File: config.mk
export PLATFORM = sky130hd
export DESIGN_NAME = nibble_serial_adder
export DESIGN_NICKNAME = d
export VERILOG_FILES = /design/src/rtl/nibble_serial_adder.sv
export SDC_FILE = /design/constraint.sdc
export NUM_CORES = 1
export LEC_CHECK = 0
export CORE_MARGIN = 10
export CORE_UTILIZATION = 25
export CTS_BUF_LIST = sky130_fd_sc_hd__clkbuf_8
export CTS_CLUSTER_DIAMETER = 200
export CTS_CLUSTER_SIZE = 20
export DETAILED_ROUTE_END_ITERATION = 10
export PLACE_DENSITY = 0.57
export SLEW_MARGIN = 20
export SYNTH_ARGS = -nofsm -noshare
export SYNTH_HDL_FRONTEND = slang
export SYNTH_SLANG_ARGS = --single-unit
export TNS_END_PERCENT = 100
File: constraint.sdc
create_clock -name clk -period 3.1 [get_ports clk]
set_input_delay 0.93 -clock clk [delete_from_list [all_inputs] [get_ports clk]]
set_output_delay 0.93 -clock clk [all_outputs]
set_load 0.05 [all_outputs]
File: src/rtl/nibble_serial_adder.sv
// Nibble-serial two-operand adder: one A/B nibble pair per beat, LSB nibble first.
// After NIBBLES beats the W-bit sum with carry-out and signed overflow is held until the consumer accepts it.
module nibble_serial_adder #(
  parameter int NIBBLES = 4
) (
  input  logic                   clk,
  input  logic                   rst,
  input  logic                   clr,
  input  logic                   in_valid,
  output logic                   in_ready,
  input  logic [7:0]             in_data,
  output logic                   out_valid,
  input  logic                   out_ready,
  output logic [4*NIBBLES-1:0]   out_sum,
  output logic                   out_cout,
  output logic                   out_ovf
);

  localparam int W  = 4 * NIBBLES;
  localparam int CW = (NIBBLES > 1) ? $clog2(NIBBLES) : 1;
  localparam logic [CW-1:0] LAST_CNT = CW'(NIBBLES - 1);

  typedef enum logic [1:0] {
    S_IDLE  = 2'd0,
    S_ACCUM = 2'd1,
    S_DONE  = 2'd2
  } state_t;

  state_t          state_q;
  logic [CW-1:0]   cnt_q;
  logic            carry_q;
  logic [W-1:0]    sum_q;
  logic            cout_q;
  logic            ovf_q;

  logic            accept;
  logic [4:0]      nib_d;
  logic [3:0]      low3_d;

  assign in_ready  = (state_q != S_DONE) && !rst;
  // A beat that arrives together with clr belongs to the aborted operation.
  assign accept    = in_valid && in_ready && !clr;
  assign out_valid = (state_q == S_DONE);
  assign out_sum   = sum_q;
  assign out_cout  = cout_q;
  assign out_ovf   = ovf_q;

  // low3_d[3] is the carry into bit 3 of this nibble, needed for signed overflow.
  always_comb begin
    nib_d  = {1'b0, in_data[3:0]} + {1'b0, in_data[7:4]} + {4'b0000, carry_q};
    low3_d = {1'b0, in_data[2:0]} + {1'b0, in_data[6:4]} + {3'b000, carry_q};
  end

  always_ff @(posedge clk) begin
    if (rst) begin
      state_q <= S_IDLE;
      cnt_q   <= '0;
      carry_q <= 1'b0;
      sum_q   <= '0;
      cout_q  <= 1'b0;
      ovf_q   <= 1'b0;
    end else if (clr) begin
      state_q <= S_IDLE;
      cnt_q   <= '0;
      carry_q <= 1'b0;
    end else begin
      unique case (state_q)
        S_IDLE, S_ACCUM: begin
          if (accept) begin
            sum_q[{cnt_q, 2'b00} +: 4] <= nib_d[3:0];
            carry_q                    <= nib_d[4];
            if (cnt_q == LAST_CNT) begin
              state_q <= S_DONE;
              cout_q  <= nib_d[4];
              ovf_q   <= nib_d[4] ^ low3_d[3];
            end else begin
              state_q <= S_ACCUM;
              cnt_q   <= cnt_q + CW'(1);
            end
          end
        end
        S_DONE: begin
          if (out_ready) begin
            state_q <= S_IDLE;
            cnt_q   <= '0;
            carry_q <= 1'b0;
          end
        end
        default: begin
          state_q <= S_IDLE;
          cnt_q   <= '0;
          carry_q <= 1'b0;
        end
      endcase
    end
  end

endmodule

Word-level counts from Yosys, hierarchy flattened
Index checks and enable logic that the tools add are counted.
Widths: inputs -> output; s select.
{"block": "totals", "ff_bits": 23, "in_bits": 13, "out_inout_bits": 20}
{"block": "classes", "add_sub_neg": 6, "n_eq_ne": 7, "shift": 2, "muxes": 11, "bitwise": 2, "n_reduce_logical": 12}
{"operator": "$bwmux 16", "n": 1}
{"operator": "$shift 4x6->16 const A", "n": 1}
{"operator": "$shiftx 4x6->16", "n": 1}
{"operator": "$mux 2", "n": 5}
{"operator": "$pmux 2 s2", "n": 2}
{"operator": "$ne 2x2->1 const B", "n": 3}
{"operator": "$neg 4->6", "n": 1}
{"operator": "$reduce_and 3->1", "n": 2}
{"operator": "$add 4x4->5", "n": 1}
{"operator": "$add 5x1->5", "n": 1}
{"operator": "$add 3x3->4", "n": 1}
{"operator": "$add 4x1->4", "n": 1}
{"operator": "$eq 2x2->1 const B", "n": 2}
{"operator": "$reduce_and 4->1", "n": 1}
{"operator": "$reduce_or 2->1", "n": 2}
{"operator": "$logic_and 1x1->1", "n": 3}
{"operator": "$add 2x1->2 const B", "n": 1}
{"operator": "$eq 2x1->1 const B", "n": 1}
{"operator": "$logic_not 1->1", "n": 2}
{"operator": "$logic_not 2->1", "n": 1}
{"operator": "$mux 1", "n": 2}
{"operator": "$ne 2x1->1 const B", "n": 1}
{"operator": "$pmux 1 s2", "n": 1}
{"operator": "$reduce_and 2->1", "n": 1}
{"operator": "other kinds (2)", "n": 2}

Longest topological paths before layout
Gate-level depths: netlist (run 1).
{"block": "depth", "ltp_word": 6, "depth_mapped": 7, "ltp_nobuf": 7}

Worst setup path before layout (run 1)
No wires, ideal clock.
{"block": "synth_path", "kind": "input port to output port", "from": "input port rst", "to": "output port in_ready", "t_arrival_ns": 1.975, "required_ns": 2.170, "slack_ns": 0.195, "cell_stages": 3, "path_buffers": 2, "cell_sequence": "clkbuf_1 > clkbuf_1 > nor2_1"}
{"block": "synth_between", "elab_chain_cells": 2}
{"element": "start: declaration", "line": "7", "rtl": "input logic rst,"}
{"element": "$logic_not 1->1", "line": "40", "rtl": "assign in_ready = (state_q != S_DONE) && !rst;"}
{"element": "$logic_and 1x1->1", "line": "40"}
{"element": "end: declaration", "line": "10", "rtl": "output logic in_ready,"}
Every way passes these cells.

Final worst setup path (run 1)
{"block": "layout_path", "from": "register state_q[1]", "to": "output port out_valid"}
{"block": "layout_between", "elab_chain_cells": 1}
{"element": "start: declaration", "line": "29", "rtl": "state_t state_q;"}
{"element": "start signal: assignment", "line": "56", "rtl": "state_q <= S_IDLE;"}
{"element": "start signal: assignment", "line": "63", "rtl": "state_q <= S_IDLE;"}
{"element": "start signal: assignment", "line": "73", "rtl": "state_q <= S_DONE;"}
{"element": "$eq 2x2->1", "line": "43", "rtl": "assign out_valid = (state_q == S_DONE);"}
{"element": "end: declaration", "line": "12", "rtl": "output logic out_valid,"}
Every way passes these cells.

==> results of run 1 <==
cells by family after synthesis:
family	Yosys count	synth area share (%)
XOR/XNOR	4	2.96
AND/OR/NAND/NOR	55	25.9
multiplexers	1	0.950
adder cells (fa/ha/maj)	11	12.9
buffers and inverters	13	4.22
flip-flops	23	38.9
AO/OA/AOI/OAI	28	14.3
synth_stat cells (all sizes together), types with 3 or more instances:
library cell and instances:
clkbuf 3, inv 9, dfxtp 23, nor3 4, nand3b 4, nand2 19
ha 9, xor2 3, or3 14, nor2 6, o31ai 4, nand3 3
a21oi 18
per-layer routing:
layer / global-route usage [%] / part of all wire (%) / vias to the layer above
met5: 0 / 0 / -
met4: 2.64 / 0.51 / 0
met3: 2.85 / 6.8 / 2
met2: 11.6 / 44 / 24
met1: 9.48 / 48 / 460
li1: - / - / 544
report_power, final:
part           internal (mW)  switching, mW
logic                 0.0492         0.0610
clock network         0.0896         0.0974
registers              0.299        0.00373
area by class of cell:
| type | count | area, sq um |
|---|---|---|
| Clock buffer | 3 | 41.3 |
| Clock inverter | 1 | 5.00 |
| Fill cell | 462 | 2830 |
| Inverter | 9 | 33.8 |
| Multi-Input combinational cell | 99 | 674 |
| Sequential cell | 23 | 460 |
| Tap cell | 52 | 65.1 |
| Timing Repair Buffer | 37 | 368 |
through the flow:
step                area (sq um)  std cells  hold WS, ps  utilization (%)
CTS                         1650        224          457             36.8
detailed placement          1600        220          446             35.8
global route                1650        224          475             36.8
global placement            1600        220          440             35.8
finish                      1650        224          454             36.8
floorplan                   1180        135          516                -
placed cells by master (no fill, tap or decap), types with 2 or more instances in the layout:
master	netlist	final
buf_4	0	5
nor2_1	6	6
ha_1	9	9
clkbuf_8	0	3
nand3b_1	4	4
nor3_1	4	4
fa_1	2	2
nand3_1	3	3
inv_1	9	9
o31ai_1	4	4
dfxtp_1	23	23
or3_1	14	14
nand2_1	15	15
xor2_1	3	3
clkdlybuf4s50_1	0	31
a21oi_1	18	18
nand2_2	4	4
path summary, 6_finish.rpt:
kind	startpoint	to	slack (ps)	cells after the start
worst max-delay path	state_q[1]	out_valid	270	3
worst min-delay path	out_sum[6]	out_sum[6]	450	2
worst max register to register	cnt_q[0]	out_sum[14]	1060	5
worst min register to register	out_sum[6]	out_sum[6]	450	2
registers in the layout, summed over array words and instances, names as in the netlist:
name      flops
carry_q       1
out_cout      1
state_q       2
cnt_q         2
out_ovf       1
out_sum      16
worst register-to-register path, cell delays in order, from the launching register on:
cell and delay, ps:
dfxtp_1 470, inv_1 190, ha_1 390, or3_1 430, or3_1 360, a21oi_1 140
==> results.yml, run 1 <==
timing:
  max_slew_margin_pct: 65.5
  setup_ws_ps: 272
  tightest_slew_ps: 515
  setup_viol: 0
  fin_crit_ps: 2830
  hold_viol: 0
  slew_viol_final: 0
  max_freq_mhz: 354
  finalSetupTns_ps: 0
  rsz0062_at_grt: "false"
  period_share_pct: 91.2
  skew_ps: 6.97
power:
  p_total_mw: 0.600
  vdd_drop_max_v: 0.000165
  power_density_nw_per_um2: 364
  p_leak_nw: 0.602
route:
  vias: 1030
  ant_nets: 0
  first_iter_violations: 39
  routedWlPerCell_microns: 13.1
  via_per_inst: 4.60
  drt_wl_total_mm: 2.94
  drc: 0
  first_pass_iters: 4
floorplanning:
  die_w_microns: 88.8
  num_rows: 24
  dieHeight_microns: 88.8
  initial_core_util_pct: 26.5
  io_pins: 33
  core_sq_um: 4470
  die-area_sq_um: 7890
clocking:
  cts_resized: 0
  htreeDepth: 1
  post-cts-setup-buffer-count: 0
  path_clk_slew_ps: 90
  cts-root-buf: "clkbuf_8"
  postCtsHoldBufs: 0
  clockBufferDepth: 2
  clock-sinks: 23
  numCtsBuffers: 3
  cts_tree: "done"
  insertion_delay_ps: 260
synthesis:
  ys_types: 29
  yosys.area.top_type: "dfxtp_1"
  synthCells: 135
  netlist_top_cells_area: "dfxtp_1, ha_1, a21oi_1"
  synth_nets: 159
  ys_async_sr_fraction_pct: 0
  avgSynthCellArea_sq_um: 8.78
  synth-seq-area-share_pct: 38.9
  synth-seq-cells: 23
  synth.top_cell.area_share_pct: 38.9
  synth_ff_type: "dfxtp_1"
  synth_edf_count: 0
  yosys_warnings: 0
  synthesis.area_sq_um: 1180
critical_path:
  crit_chain: "inv_1 -> nor2_1 -> clkdlybuf4s50_1"
  start_kind: "register"
  worstSetupPathType: "reg2out"
  critPathSlowestCell: "clkdlybuf4s50_1"
  slowest_delay_ps: 830
  path_delay_family: "buffers and inverters"
  worst-path-buf-inv: 2
  worstPathArrival_ps: 1900
  required_ps: 2170
  critPathMaxFanout: 8
  crit_path_end_kind: "output pin"
layout:
  drive_gt1_share_pct: 9.30
  fin_nets: 197
  diodes: 0
  syn2layout_area_growth_pct: 39.1
global_route:
  grt_pass1_vias: 972
  grt_pass1_wl_mm: 4.64
  grt_max_degree: 20
  grt_overflow_total: 0
  grt_util_all_layers_pct: 7.58
  antenna_found_initial: 0
placement:
  place_hpwl_mm: 2.31
  io_buffers: 32
  gp_congestion: 0.832
  place_ws_ps: 132
job:
  max_cap_viol_count: 0
status:
  status: "finished clean"
min_path:
  hp-class: "reg2reg"
Note: power is estimated with default switching activity, not from simulation.
==> inputs of run 2 (changes only) <==
--- a/config.mk
+++ b/config.mk
@@ -6,12 +6,12 @@
 export NUM_CORES = 1
 export LEC_CHECK = 0
 export CORE_MARGIN = 10
-export CORE_UTILIZATION = 25
+export CORE_UTILIZATION = 35
 export CTS_BUF_LIST = sky130_fd_sc_hd__clkbuf_8
-export CTS_CLUSTER_DIAMETER = 200
+export CTS_CLUSTER_DIAMETER = 100
 export CTS_CLUSTER_SIZE = 20
 export DETAILED_ROUTE_END_ITERATION = 10
-export PLACE_DENSITY = 0.57
+export PLACE_DENSITY = 0.71
 export SLEW_MARGIN = 20
 export SYNTH_ARGS = -nofsm -noshare
 export SYNTH_HDL_FRONTEND = slang
==> results.yml, run 2 (same netlist as run 1, synthesis figures left out) <==
min_path:
  hp-class: "reg2reg"
  hold-path-endpoint: "out_sum[4]"
  hold_depth: 2
  hold_start: "out_sum[4]"
layout:
  largest_reg_flops: 16
  multiInputGateArea_sq_um: 674
  syn2layout_area_growth_pct: 35.8
  layout_commonest_cell: "clkdlybuf4s50_1"
  fillers: 344
  final_cell_area_sq_um: 1610
  fin_nets: 193
  seq_area_sq_um: 460
  drive_gt1_share_pct: 6.55
  diodes: 0
  layout_common_cells: "clkdlybuf4s50_1, dfxtp_1, a21oi_1"
  finalNonFillerCells: 214
critical_path:
  start_kind: "register"
  crit_path_end_kind: "output pin"
  worstSetupPathType: "reg2out"
  critPathMaxFanout: 8
  rr_worst_depth: 5
  rr_endpoint: "out_sum[14]"
  required_ps: 2170
  worstPathArrival_ps: 1910
  r2r_slack_ps: 1090
  regToRegStartpoint: "cnt_q[0]"
timing:
  max_slew_margin_pct: 63.1
  rsz0062_at_grt: "false"
  skew_ps: 2.09
  max_freq_mhz: 352
  period_share_pct: 91.7
  hold_viol: 0
  fin_crit_ps: 2840
  slew_viol_final: 0
  holdWs_ps: 454
  setup_viol: 0
  finalSetupTns_ps: 0
  tightest_slew_ps: 551
floorplanning:
  die_w_microns: 78.2
  dieHeight_microns: 78.2
  core_sq_um: 3310
  num_rows: 21
  initial_core_util_pct: 35.8
  io_pins: 33
  die-area_sq_um: 6110
placement:
  gp_congestion: 0.806
  place_inst: 210
  place_area_sq_um: 1560
  io_buffers: 32
  place_hpwl_mm: 2.31
global_route:
  grt_util_all_layers_pct: 8.92
  grt_pass1_vias: 1024
  grt_pass1_wl_mm: 4.67
  grt_max_degree: 23
  grt_overflow_total: 0
  antenna_found_initial: 0
clocking:
  cts-root-buf: "clkbuf_8"
  post-cts-setup-buffer-count: 0
  clock-sinks: 23
  clockBufferDepth: 2
  path_clk_slew_ps: 80
  numCtsBuffers: 3
  cts_resized: 0
  htreeDepth: 1
  postCtsHoldBufs: 0
  insertion_delay_ps: 260
  cts_tree: "done"
route:
  via_per_inst: 4.87
  first_iter_violations: 32
  drc: 0
  drt_wl_total_mm: 2.81
  routedWlPerCell_microns: 13.1
  vias: 1042
  ant_nets: 0
  first_pass_iters: 4
power:
  p_leak_nw: 0.583
  vdd_drop_max_v: 0.000214
  power_density_nw_per_um2: 368
job:
  max_cap_viol_count: 0
status:
  status: "finished clean"
run 2: final cells by class:
class / instances / area share [%]
Clock buffer: 3 / 2.57
Timing Repair Buffer: 33 / 21.0
Multi-Input combinational cell: 99 / 41.9
Sequential cell: 23 / 28.6
Clock inverter: 1 / 0.233
Inverter: 9 / 2.10
Tap cell: 46 / 3.58
run 2: critical path: stages (launching register included):
cell	delay (ps)
dfxtp_1	510
inv_1	150
nor2_1	170
clkdlybuf4s50_1	830
run 2: worst max-delay path by stage:
stage	start	end	slack, ps	cells past startpoint
after detailed placement	in_data[0]	out_sum[1]	90	6
after global routing	state_q[1]	out_valid	140	3
after global placement	in_data[0]	out_sum[13]	170	6
after CTS	state_q[1]	out_valid	240	3
final	state_q[1]	out_valid	260	3
after floorplan	rst	in_ready	190	3
run 2: metal layers:
metal / share of wire (%) / vias up / global-route usage, %
met3: 6.6 / 2 / 2.96
met4: 0.68 / 0 / 1.61
li1: - / 535 / -
met5: 0 / - / 0
met1: 40 / 486 / 8.74
met2: 52 / 19 / 17.7
run 2: power by group:
part           internal [mW]  switching (mW)  total (mW)
registers              0.299         0.00377       0.303
logic                 0.0437          0.0593       0.103
clock network         0.0885          0.0968       0.185
total                  0.432           0.160       0.591
run 2: per-stage QoR:
| stage | utilization (%) | power, mW | worst slack, ps |
|---|---|---|---|
| after floorplan | - | 0.371 | 195 |
| after global routing | 48.6 | 0.616 | 144 |
| final | 48.6 | 0.591 | 258 |
| after CTS | 48.6 | 0.593 | 236 |
| after detailed placement | 47.2 | 0.414 | 92.7 |
| after global placement | 47.2 | 0.411 | 165 |
